File: src/rtl/karatsuba_recombine_seq_pkg.sv
// Shared types and width helpers for the Karatsuba recombination stage.
package karatsuba_recombine_seq_pkg;

  typedef enum logic [2:0] {
    StIdle  = 3'd0,
    StAddZ1 = 3'd1,
    StSubZ0 = 3'd2,
    StSubZ2 = 3'd3,
    StDone  = 3'd4
  } krc_state_e;

  function automatic int unsigned krc_z_bits(input int unsigned half);
    return 2 * half;
  endfunction

  function automatic int unsigned krc_z1_bits(input int unsigned half);
    return 2 * half + 2;
  endfunction

  function automatic int unsigned krc_p_bits(input int unsigned half);
    return 4 * half;
  endfunction

endpackage

File: src/rtl/karatsuba_recombine_seq_if.sv
// Partial-product input and product output handshake bundle for the recombination stage.
interface karatsuba_recombine_seq_if
  import karatsuba_recombine_seq_pkg::*;
#(
  parameter int unsigned HALF = 4
);
  localparam int unsigned Z_BITS  = krc_z_bits(HALF);
  localparam int unsigned Z1_BITS = krc_z1_bits(HALF);
  localparam int unsigned P_BITS  = krc_p_bits(HALF);

  logic               in_valid;
  logic               in_ready;
  logic [Z_BITS-1:0]  z0;
  logic [Z1_BITS-1:0] z1;
  logic [Z_BITS-1:0]  z2;
  logic               out_valid;
  logic               out_ready;
  logic [P_BITS-1:0]  p;
  logic               err;

  modport master (
    output in_valid, z0, z1, z2, out_ready,
    input  in_ready, out_valid, p, err
  );

  modport slave (
    input  in_valid, z0, z1, z2, out_ready,
    output in_ready, out_valid, p, err
  );

endinterface

File: src/rtl/pos_addsub_shifted.sv
// c = a +/- (b << SHIFT) modulo 2^N_BITS_L; the low SHIFT bits of a pass straight through.
module pos_addsub_shifted #(
  parameter int unsigned N_BITS_L = 16,
  parameter int unsigned N_BITS_R = 10,
  parameter int unsigned SHIFT    = 4
) (
  input  logic [N_BITS_L-1:0] a,
  input  logic [N_BITS_R-1:0] b,
  input  logic                sub,
  output logic [N_BITS_L-1:0] c
);

  localparam int unsigned UBits = N_BITS_L - SHIFT;

  logic [UBits-1:0] b_ext;
  logic [UBits-1:0] hi;

  assign b_ext = UBits'(b);
  assign hi    = sub ? (a[N_BITS_L-1:SHIFT] - b_ext) : (a[N_BITS_L-1:SHIFT] + b_ext);
  assign c     = {hi, a[SHIFT-1:0]};

endmodule

File: src/rtl/karatsuba_recombine_seq.sv
// Sequential Karatsuba recombination: P = z2<<2H + (z1-z0-z2)<<H + z0 via one shared shifted adder.
// Define KARATSUBA_RECOMBINE_ERR_EN to flag a negative middle term on err.
module karatsuba_recombine_seq
  import karatsuba_recombine_seq_pkg::*;
#(
  parameter int unsigned HALF = 4
) (
  input logic                    clk,
  input logic                    rst,
  karatsuba_recombine_seq_if.slave bus
);

  localparam int unsigned Z_BITS  = krc_z_bits(HALF);
  localparam int unsigned Z1_BITS = krc_z1_bits(HALF);
  localparam int unsigned P_BITS  = krc_p_bits(HALF);

  krc_state_e         state_q, state_d;
  logic [P_BITS-1:0]  acc_q, acc_d, sum;
  logic [Z_BITS-1:0]  z0_q, z2_q;
  logic [Z1_BITS-1:0] z1_q;
  logic [Z1_BITS-1:0] b_sel;
  logic               sub_sel;
  logic               load;

  pos_addsub_shifted #(
    .N_BITS_L(P_BITS),
    .N_BITS_R(Z1_BITS),
    .SHIFT   (HALF)
  ) u_addsub (
    .a  (acc_q),
    .b  (b_sel),
    .sub(sub_sel),
    .c  (sum)
  );

  always_comb begin
    state_d = state_q;
    acc_d   = acc_q;
    b_sel   = z1_q;
    sub_sel = 1'b0;
    load    = 1'b0;
    unique case (state_q)
      StIdle: begin
        if (bus.in_valid) begin
          // z2 and z0 occupy disjoint bit ranges, so the seed is a plain concatenation.
          acc_d   = {bus.z2, bus.z0};
          load    = 1'b1;
          state_d = StAddZ1;
        end
      end
      StAddZ1: begin
        acc_d   = sum;
        state_d = StSubZ0;
      end
      StSubZ0: begin
        b_sel   = Z1_BITS'(z0_q);
        sub_sel = 1'b1;
        acc_d   = sum;
        state_d = StSubZ2;
      end
      StSubZ2: begin
        b_sel   = Z1_BITS'(z2_q);
        sub_sel = 1'b1;
        acc_d   = sum;
        state_d = StDone;
      end
      StDone: begin
        if (bus.out_ready) state_d = StIdle;
      end
      default: state_d = StIdle;
    endcase
  end

  always_ff @(posedge clk) begin
    if (rst) begin
      state_q <= StIdle;
      acc_q   <= '0;
      z0_q    <= '0;
      z1_q    <= '0;
      z2_q    <= '0;
    end else begin
      state_q <= state_d;
      acc_q   <= acc_d;
      if (load) begin
        z0_q <= bus.z0;
        z1_q <= bus.z1;
        z2_q <= bus.z2;
      end
    end
  end

  assign bus.in_ready  = (state_q == StIdle);
  assign bus.out_valid = (state_q == StDone);
  assign bus.p         = (state_q == StDone) ? acc_q : '0;

`ifdef KARATSUBA_RECOMBINE_ERR_EN
  localparam int unsigned MBits = Z1_BITS + 1;

  // Middle term tracked with one extra bit; its MSB acts as the borrow/sign.
  logic [MBits-1:0] mid_q, mid_d;
  logic             err_q, err_d;

  always_comb begin
    mid_d = mid_q;
    err_d = err_q;
    unique case (state_q)
      StAddZ1: mid_d = MBits'(z1_q);
      StSubZ0: mid_d = mid_q - MBits'(z0_q);
      StSubZ2: begin
        mid_d = mid_q - MBits'(z2_q);
        err_d = mid_d[MBits-1];
      end
      StDone:  if (bus.out_ready) err_d = 1'b0;
      default: ;
    endcase
  end

  always_ff @(posedge clk) begin
    if (rst) begin
      mid_q <= '0;
      err_q <= 1'b0;
    end else begin
      mid_q <= mid_d;
      err_q <= err_d;
    end
  end

  assign bus.err = err_q;
`else
  assign bus.err = 1'b0;
`endif

endmodule

File: src/flat_wrapper.sv
// flat-port wrapper written by rule: the top's interface ports become plain ports
module karatsuba_recombine_seq_flat import karatsuba_recombine_seq_pkg::*;
#(
  parameter int unsigned HALF = 4
)
  (clk, rst, bus_in_valid, bus_z0, bus_z1, bus_z2, bus_out_ready, bus_in_ready, bus_out_valid, bus_p, bus_err);
  karatsuba_recombine_seq_if #(.HALF(HALF)) bus_i ();
  input logic clk;
  input logic rst;
  input wire logic [$bits(bus_i.in_valid)-1:0] bus_in_valid;
  input wire logic [$bits(bus_i.z0)-1:0] bus_z0;
  input wire logic [$bits(bus_i.z1)-1:0] bus_z1;
  input wire logic [$bits(bus_i.z2)-1:0] bus_z2;
  input wire logic [$bits(bus_i.out_ready)-1:0] bus_out_ready;
  output wire logic [$bits(bus_i.in_ready)-1:0] bus_in_ready;
  output wire logic [$bits(bus_i.out_valid)-1:0] bus_out_valid;
  output wire logic [$bits(bus_i.p)-1:0] bus_p;
  output wire logic [$bits(bus_i.err)-1:0] bus_err;
  assign bus_i.in_valid = bus_in_valid;
  assign bus_i.z0 = bus_z0;
  assign bus_i.z1 = bus_z1;
  assign bus_i.z2 = bus_z2;
  assign bus_i.out_ready = bus_out_ready;
  assign bus_in_ready = bus_i.in_ready;
  assign bus_out_valid = bus_i.out_valid;
  assign bus_p = bus_i.p;
  assign bus_err = bus_i.err;
  karatsuba_recombine_seq #(.HALF(HALF)) u_core (.clk(clk), .rst(rst), .bus(bus_i));
endmodule
File: config.mk
export PLATFORM = sky130hd
export DESIGN_NAME = karatsuba_recombine_seq_flat
export DESIGN_NICKNAME = d
export VERILOG_FILES = /design/src/rtl/karatsuba_recombine_seq_pkg.sv /design/src/rtl/karatsuba_recombine_seq_if.sv /design/src/rtl/pos_addsub_shifted.sv /design/src/rtl/karatsuba_recombine_seq.sv /design/src/flat_wrapper.sv
export SDC_FILE = /design/constraint.sdc
export NUM_CORES = 1
export LEC_CHECK = 0
export ABC_AREA = 1
export CAP_MARGIN = 40
export CORE_MARGIN = 2
export CORE_UTILIZATION = 45
export CTS_BUF_LIST = sky130_fd_sc_hd__clkbuf_2
export DETAILED_ROUTE_END_ITERATION = 16
export PLACE_DENSITY = 0.76
export SLEW_MARGIN = 20
export SYNTH_ARGS = -nofsm -noshare
export SYNTH_HDL_FRONTEND = slang
export SYNTH_SLANG_ARGS = --single-unit
File: constraint.sdc
create_clock -name clk -period 2.9 [get_ports clk]
set_input_delay 0.87 -clock clk [delete_from_list [all_inputs] [get_ports clk]]
set_output_delay 0.87 -clock clk [all_outputs]
set_load 0.01 [all_outputs]
==> flow_summary.ini, run 1 <==
[yosys]
syn-cell-area_um2 = 2830
synth-async-reset-ratio_pct = 0
synth_top_cell_by_area = dfxtp_1
yosys_warnings = 0
syn_inst = 417
synthesis.nets = 460
yosys.area.top_type_share_pct = 31.8
ys_top_cells_by_area = dfxtp_1, nand2_1, a21oi_1
synth.avg_cell_area_um2 = 6.79
synth_seq_cells = 45
yosysSeqAreaShare_pct = 31.8
synth_flop_cell = dfxtp_1
synth_edf_count = 0
synth_cell_types = 36

[hold_path]
min_to = u_core.z1_q[4]
hold_start = u_core.z1_q[4]
min_path_type = reg2reg
worstHoldPathCells = 2

[job]
cap_violations = 0

[cells_and_area]
n_antenna_cell = 0
nets = 543
most-common-layout-cells = nand2_1, inv_1, dfxtp_1, buf_4, a21oi_1
layout_commonest_cell = nand2_1
area_growth_syn_to_layout_pct = 42.3
instances_no_fill = 576
drive_gt1_share_pct = 27.7

[power_and_ir_drop]
p_leak_nw = 1.75
irDropWorstVdd_mv = 0.308
power-per-cell-area_nw_per_um2 = 677

[timing]
post-route-min-period_ps = 3120
fin_crit_sh_pct = 108
finClkSkew_ps = 28.3
finalMaxSlewViolations = 0
rsz0062_at_grt = true
setup_violations = 5
max_freq_mhz = 321
fin_hold_ws_ps = 483
tightest_slew_ps = 557
setup_ws_ps = -218
hold_viol = 0
slew_headroom_pct = 62.8

[clock_network]
cts_num_sinks = 45
cts_tree = built
htree_levels = 2
cts.reportedPaths.clkPinSlew_ps = 250
cts_root_buf = clkbuf_2
hold_buffers = 0
numCtsBuffers = 5
clock_latency_ps = 450
cts_buffer_depth = 2

[grt]
grt_pass1_vias = 2931
grt_max_degree = 37
grt_pass1_wl_um = 13300
antenna_found_initial = 0
grt.total_usage_pct = 23.6
grt-ovfl-total = 0

[placement]
pre_cts_ws_ps = -289
place.gp.congestion = 0.937
hpwl_um = 5980
portBuffers = 47
dp_cells = 556

[drt]
detail_route.wirelength_um = 9110
routed.top_layer = met4
wire_per_inst_um = 15.8
route.met3.wl_um = 508
vias_per_cell = 5.43
vias = 3127
first_pass_iters = 5
ant_nets = 0
wl_met1_um = 3680
drc = 0
wl_met2_um = 4560
drt_iter0_markers = 165

[setup_path]
setup.worst_path.class = reg2reg
ff2ff_setup_slack_ps = -220
end_kind = register
reg2reg_to = u_core.acc_q[15]
reg2reg_depth = 25
path_common_cell = nand2_1
path_max_fanout = 6
critPathMaxStageDelay_ps = 450
arrival_ps = 3520
crit_slowest_cell = dfxtp_4
cp_data_required_time_ps = 3310
rr_startpoint = u_core.state_q[2]
start_kind = register

[die]
start_util_pct = 47.2
num_rows = 28
ios = 49
die_w_um = 83.3
dieArea_um2 = 6940
core_area_um2 = 5990
die_h_um = 83.3

[outcome]
violations = negative setup slack
status = finished, violations left
-- cell usage after synthesis, types with 2 or more instances --
cell	n
a2111oi_0	2
a211oi_1	4
a21o_1	2
a21oi_1	44
a31oi_1	8
buf_2	4
buf_6	2
clkbuf_1	9
dfxtp_1	45
ha_1	12
inv_1	47
inv_2	3
nand2_1	113
nand2_2	4
nand3_1	15
nand3_2	3
nand3_4	2
nand4_1	6
nor2_1	35
nor2_2	12
nor2_4	5
nor3_1	3
o21ai_0	14
o21bai_1	3
xnor2_1	4
xor2_1	6
-- cell type report --
cell class,count,area (µm²)
Sequential cell,45,912
Fill cell,504,1960
Multi-Input combinational cell,304,1940
Timing Repair Buffer,92,817
Clock inverter,3,41.3
Clock buffer,5,25.0
Tap cell,75,93.8
Inverter,52,200
-- sequential cells by signal, indices dropped and copies added (netlist names) --
| register | flops |
|---|---|
| u_core.state_q | 3 |
| u_core.z0_q | 8 |
| u_core.z1_q | 10 |
| u_core.acc_q | 16 |
| u_core.z2_q | 8 |
-- per-layer routing --
layer	global-route usage (%)	up-vias
met5	0	-
met4	11.8	0
met3	3.78	30
met2	39.6	132
met1	29.1	1454
li1	-	1511
-- logic make-up after synthesis --
family	Yosys count	synth area share, %
and+or+nand+nor	200	33.1
AOI/OAI and AO/OA	80	15.9
adders and majority gates	13	6.01
buffers and inverters	68	9.95
other	1	0.132
xor gates and xnor gates	10	3.09
DFF	45	31.8
-- metrics by stage --
stage          TNS, ps  total power [mW]  cell area, µm²  utilization, %
2_1_floorplan        0              1.54            2830               -
3_3_place_gp      -271              1.92            3570            59.6
3_5_place_dp     -1110              1.95            3570            59.6
4_1_cts          -4.86              2.37            3740            62.5
5_1_grt          -1590              2.90            4030            67.2
6_report          -755              2.72            4030            67.2
-- power breakdown --
part	leakage [nW]	switching [mW]	internal (mW)	total, mW
registers	0.373	0.0695	0.696	0.766
clock network	0.0366	0.221	0.142	0.364
logic	1.34	0.876	0.719	1.60
-- critical path, delay by kind of cell (launching register included) --
family | cells | cell delay [ps]
AND/OR/NAND/NOR | 15 | 1340
adder cells (fa/ha/maj) | 2 | 460
flip-flops | 1 | 450
buffers and inverters | 5 | 380
AO/OA/AOI/OAI | 2 | 290
XOR/XNOR | 1 | 160
-- worst max-delay path by stage --
stage	cells past startpoint	endpoint	startpoint
floorplan	21	u_core.acc_q[13]	u_core.state_q[1]
detailed placement	19	u_core.acc_q[14]	u_core.state_q[1]
global route	25	u_core.acc_q[15]	u_core.state_q[1]
finish	25	u_core.acc_q[15]	u_core.state_q[2]
global placement	22	u_core.acc_q[15]	u_core.state_q[1]
CTS	21	u_core.acc_q[14]	u_core.state_q[2]
-- repair_timing --
| item | 4_1_cts | 5_1_grt |
|---|---|---|
| endpoints found under the setup margin | 23 | 23 |
| endpoints found under the hold margin | 0 | 0 |
| gates resized for setup | 44 | 70 |
| buffers inserted | 5 | 7 |
| pin swaps | 14 | 25 |
(Power assumes the default switching activity.)
==> run 2, diff against run 1 <==
- ABC_CLOCK_PERIOD_IN_PS: default -> 2900
- CORE_UTILIZATION: 45 -> 37
- PLACE_DENSITY: 0.76 -> 0.66
==> run 2 against run 1 <==
  * The run still ends with negative setup slack left
  * Die area increased by 21%
  * Via count decreased by 3.4%
  * Sequential share of layout area increased by 0.24 points
  * Flip-flop and latch count unchanged
  * Routed wire length decreased by 3.6%
  * Sequential power about the same
  * Combinational power about the same
  * Critical path depth decreased by 4
  * Largest cell class unchanged
==> flow_summary.ini, run 2 (synthesized netlist as in run 1, its figures left out) <==
[outcome]
status = finished, violations left
violations = negative setup slack

[drt]
vias = 3022
vias_per_cell = 5.07
drt_iter0_markers = 134
drc = 0
first_pass_iters = 6
detail_route.wirelength_um = 8780
wire_per_inst_um = 14.7
ant_nets = 0

[cells_and_area]
layout_commonest_cell = nand2_1
fillers = 709
final_util_pct = 54.3
area_growth_syn_to_layout_pct = 40.8
seqCellArea_um2 = 912
instances_no_fill = 596
n_antenna_cell = 0
multi_input_area_um2 = 1970
top_register = u_core.acc_q
most-common-layout-cells = nand2_1, inv_1, dfxtp_1, a21oi_1, buf_4
drive_gt1_share_pct = 29.4
nets = 539
top_regs = u_core.acc_q x16, u_core.z1_q x10
largest_reg_flops = 16
stdcell_area_um2 = 3980

[die]
ios = 49
die_h_um = 91.5
num_rows = 31
core_area_um2 = 7330
dieArea_um2 = 8360
start_util_pct = 38.6
die_w_um = 91.5

[grt]
grt-ovfl-total = 0
grt_pass1_wl_um = 13100
antenna_found_initial = 0
grt_pass1_vias = 2836
grt.total_usage_pct = 19.4
grt_max_degree = 37

[power_and_ir_drop]
irDropWorstVdd_mv = 0.239
comb_power_share_pct = 59.4
p_switching_mw = 1.17
netSwitchingFraction_pct = 44.1
power-per-cell-area_nw_per_um2 = 668
power.internal_mw = 1.49
p_seq_share_pct = 28.9
pwr-share-clk_pct = 11.7
p_leak_nw = 1.72

[job]
cap_violations = 0

[clock_network]
htree_levels = 2
cts_tree = built
cts_root_buf = clkbuf_2
clock_latency_ps = 460
cts.reportedPaths.clkPinSlew_ps = 290
cts_num_sinks = 45
cts_buffer_depth = 2
numCtsBuffers = 5

[hold_path]
min_path_type = reg2reg
worstHoldPathCells = 2

[timing]
fin_hold_ws_ps = 480
tightest_slew_ps = 651
finalMaxSlewViolations = 0
slew_headroom_pct = 56.5
hold_viol = 0
max_freq_mhz = 325
post-route-min-period_ps = 3080
setup_ws_ps = -176
fin_crit_sh_pct = 106
finClkSkew_ps = 35.3
setup_violations = 4
rsz0062_at_grt = true
fin_setup_tns_ps = -440

[placement]
hpwl_um = 6030
dpl_cell_area_um2 = 3610
place.gp.congestion = 0.904
dp_cells = 583
portBuffers = 47

[setup_path]
reg2reg_depth = 21
arrival_ps = 3500
cp_cell_sequence = buf_4 > nor2_4 > nand3_2 > nand3_2 > ha_4 > inv_2 > nor3_4 > nand3_2 > nor3_4 > a21oi_2 > o21ai_2 > ha_4 > a21oi_4 > o21bai_1 > a21oi_1 > nand2_2 > inv_2 > nand3_2 > nand3_2 > nand2_2 > a21oi_2
crit_slowest_cell = dfxtp_4
end_kind = register
critPathMaxStageDelay_ps = 440
path_max_fanout = 5
path_common_cell = nand3_2
start_kind = register
setup.worst_path.class = reg2reg
cp_data_required_time_ps = 3320
==> run 2: cell count changes in the layout (fill, tap and decap cells not counted), sizes merged <==
cell / previous run / this run
buf: 45 / 41
clkdlybuf4s15: 7 / 0
clkinv: 2 / 3
bufinv: 1 / 0
inv: 51 / 52
clkbuf: 9 / 16
clkinvlp: 1 / 0
==> run 2: path summary, 6_finish.rpt <==
path,from,endpoint,slack [ps]
setup reg to reg,u_core.state_q[2],u_core.acc_q[15],-180
hold reg to reg,u_core.z1_q[9],u_core.z1_q[9],480
hold / removal,u_core.z1_q[9],u_core.z1_q[9],480
setup / recovery,u_core.state_q[2],u_core.acc_q[15],-180
==> run 2: layout make-up <==
cell class	instances	area share, %
clock buffer	5	0.628
clock inverter	3	0.660
inverter	52	4.96
multi-input combinational	304	49.5
sequential	45	22.9
tap	99	3.11
timing repair buffer	88	18.3
==> run 2: timing repair <==
item | 4_1_cts | 5_1_grt
setup endpoints to repair | 23 | 24
pin swaps | 3 | 31
setup buffers | 2 | 3
hold buffers | 0 | 0
gates resized for setup | 23 | 94
==> run 2: layer usage <==
layer	GRT usage [%]	vias up	share of wire (%)
li1	-	1499	-
met1	24.7	1397	44
met2	33.8	98	49
met3	2.82	28	4.5
met4	5.43	0	2.8
met5	0	-	0
==> run 2: worst max-delay path: cells and delay by family, from the launching register on <==
family / cells / cell delay [ps]
and+or+nand+nor: 10 / 1230
AOI/OAI and AO/OA: 6 / 740
DFF: 1 / 440
adders and majority gates: 2 / 380
buffers and inverters: 3 / 250
==> run 2: stage by stage <==
stage,setup slack [ps],total power [mW]
3_5_place_dp,-352,1.95
6_report,-176,2.66
2_1_floorplan,77.7,1.54
3_3_place_gp,-131,1.92
5_1_grt,-316,2.82
4_1_cts,-22.2,2.26
==> run 2: power by group through the flow <==
stage,Sequential (mW),Combinational (mW),Clock [mW]
floorplan,0.747,0.791,0
global placement,0.769,1.15,0
detailed placement,0.771,1.18,0
CTS,0.756,1.19,0.313
global route,0.779,1.71,0.336
finish,0.768,1.58,0.312
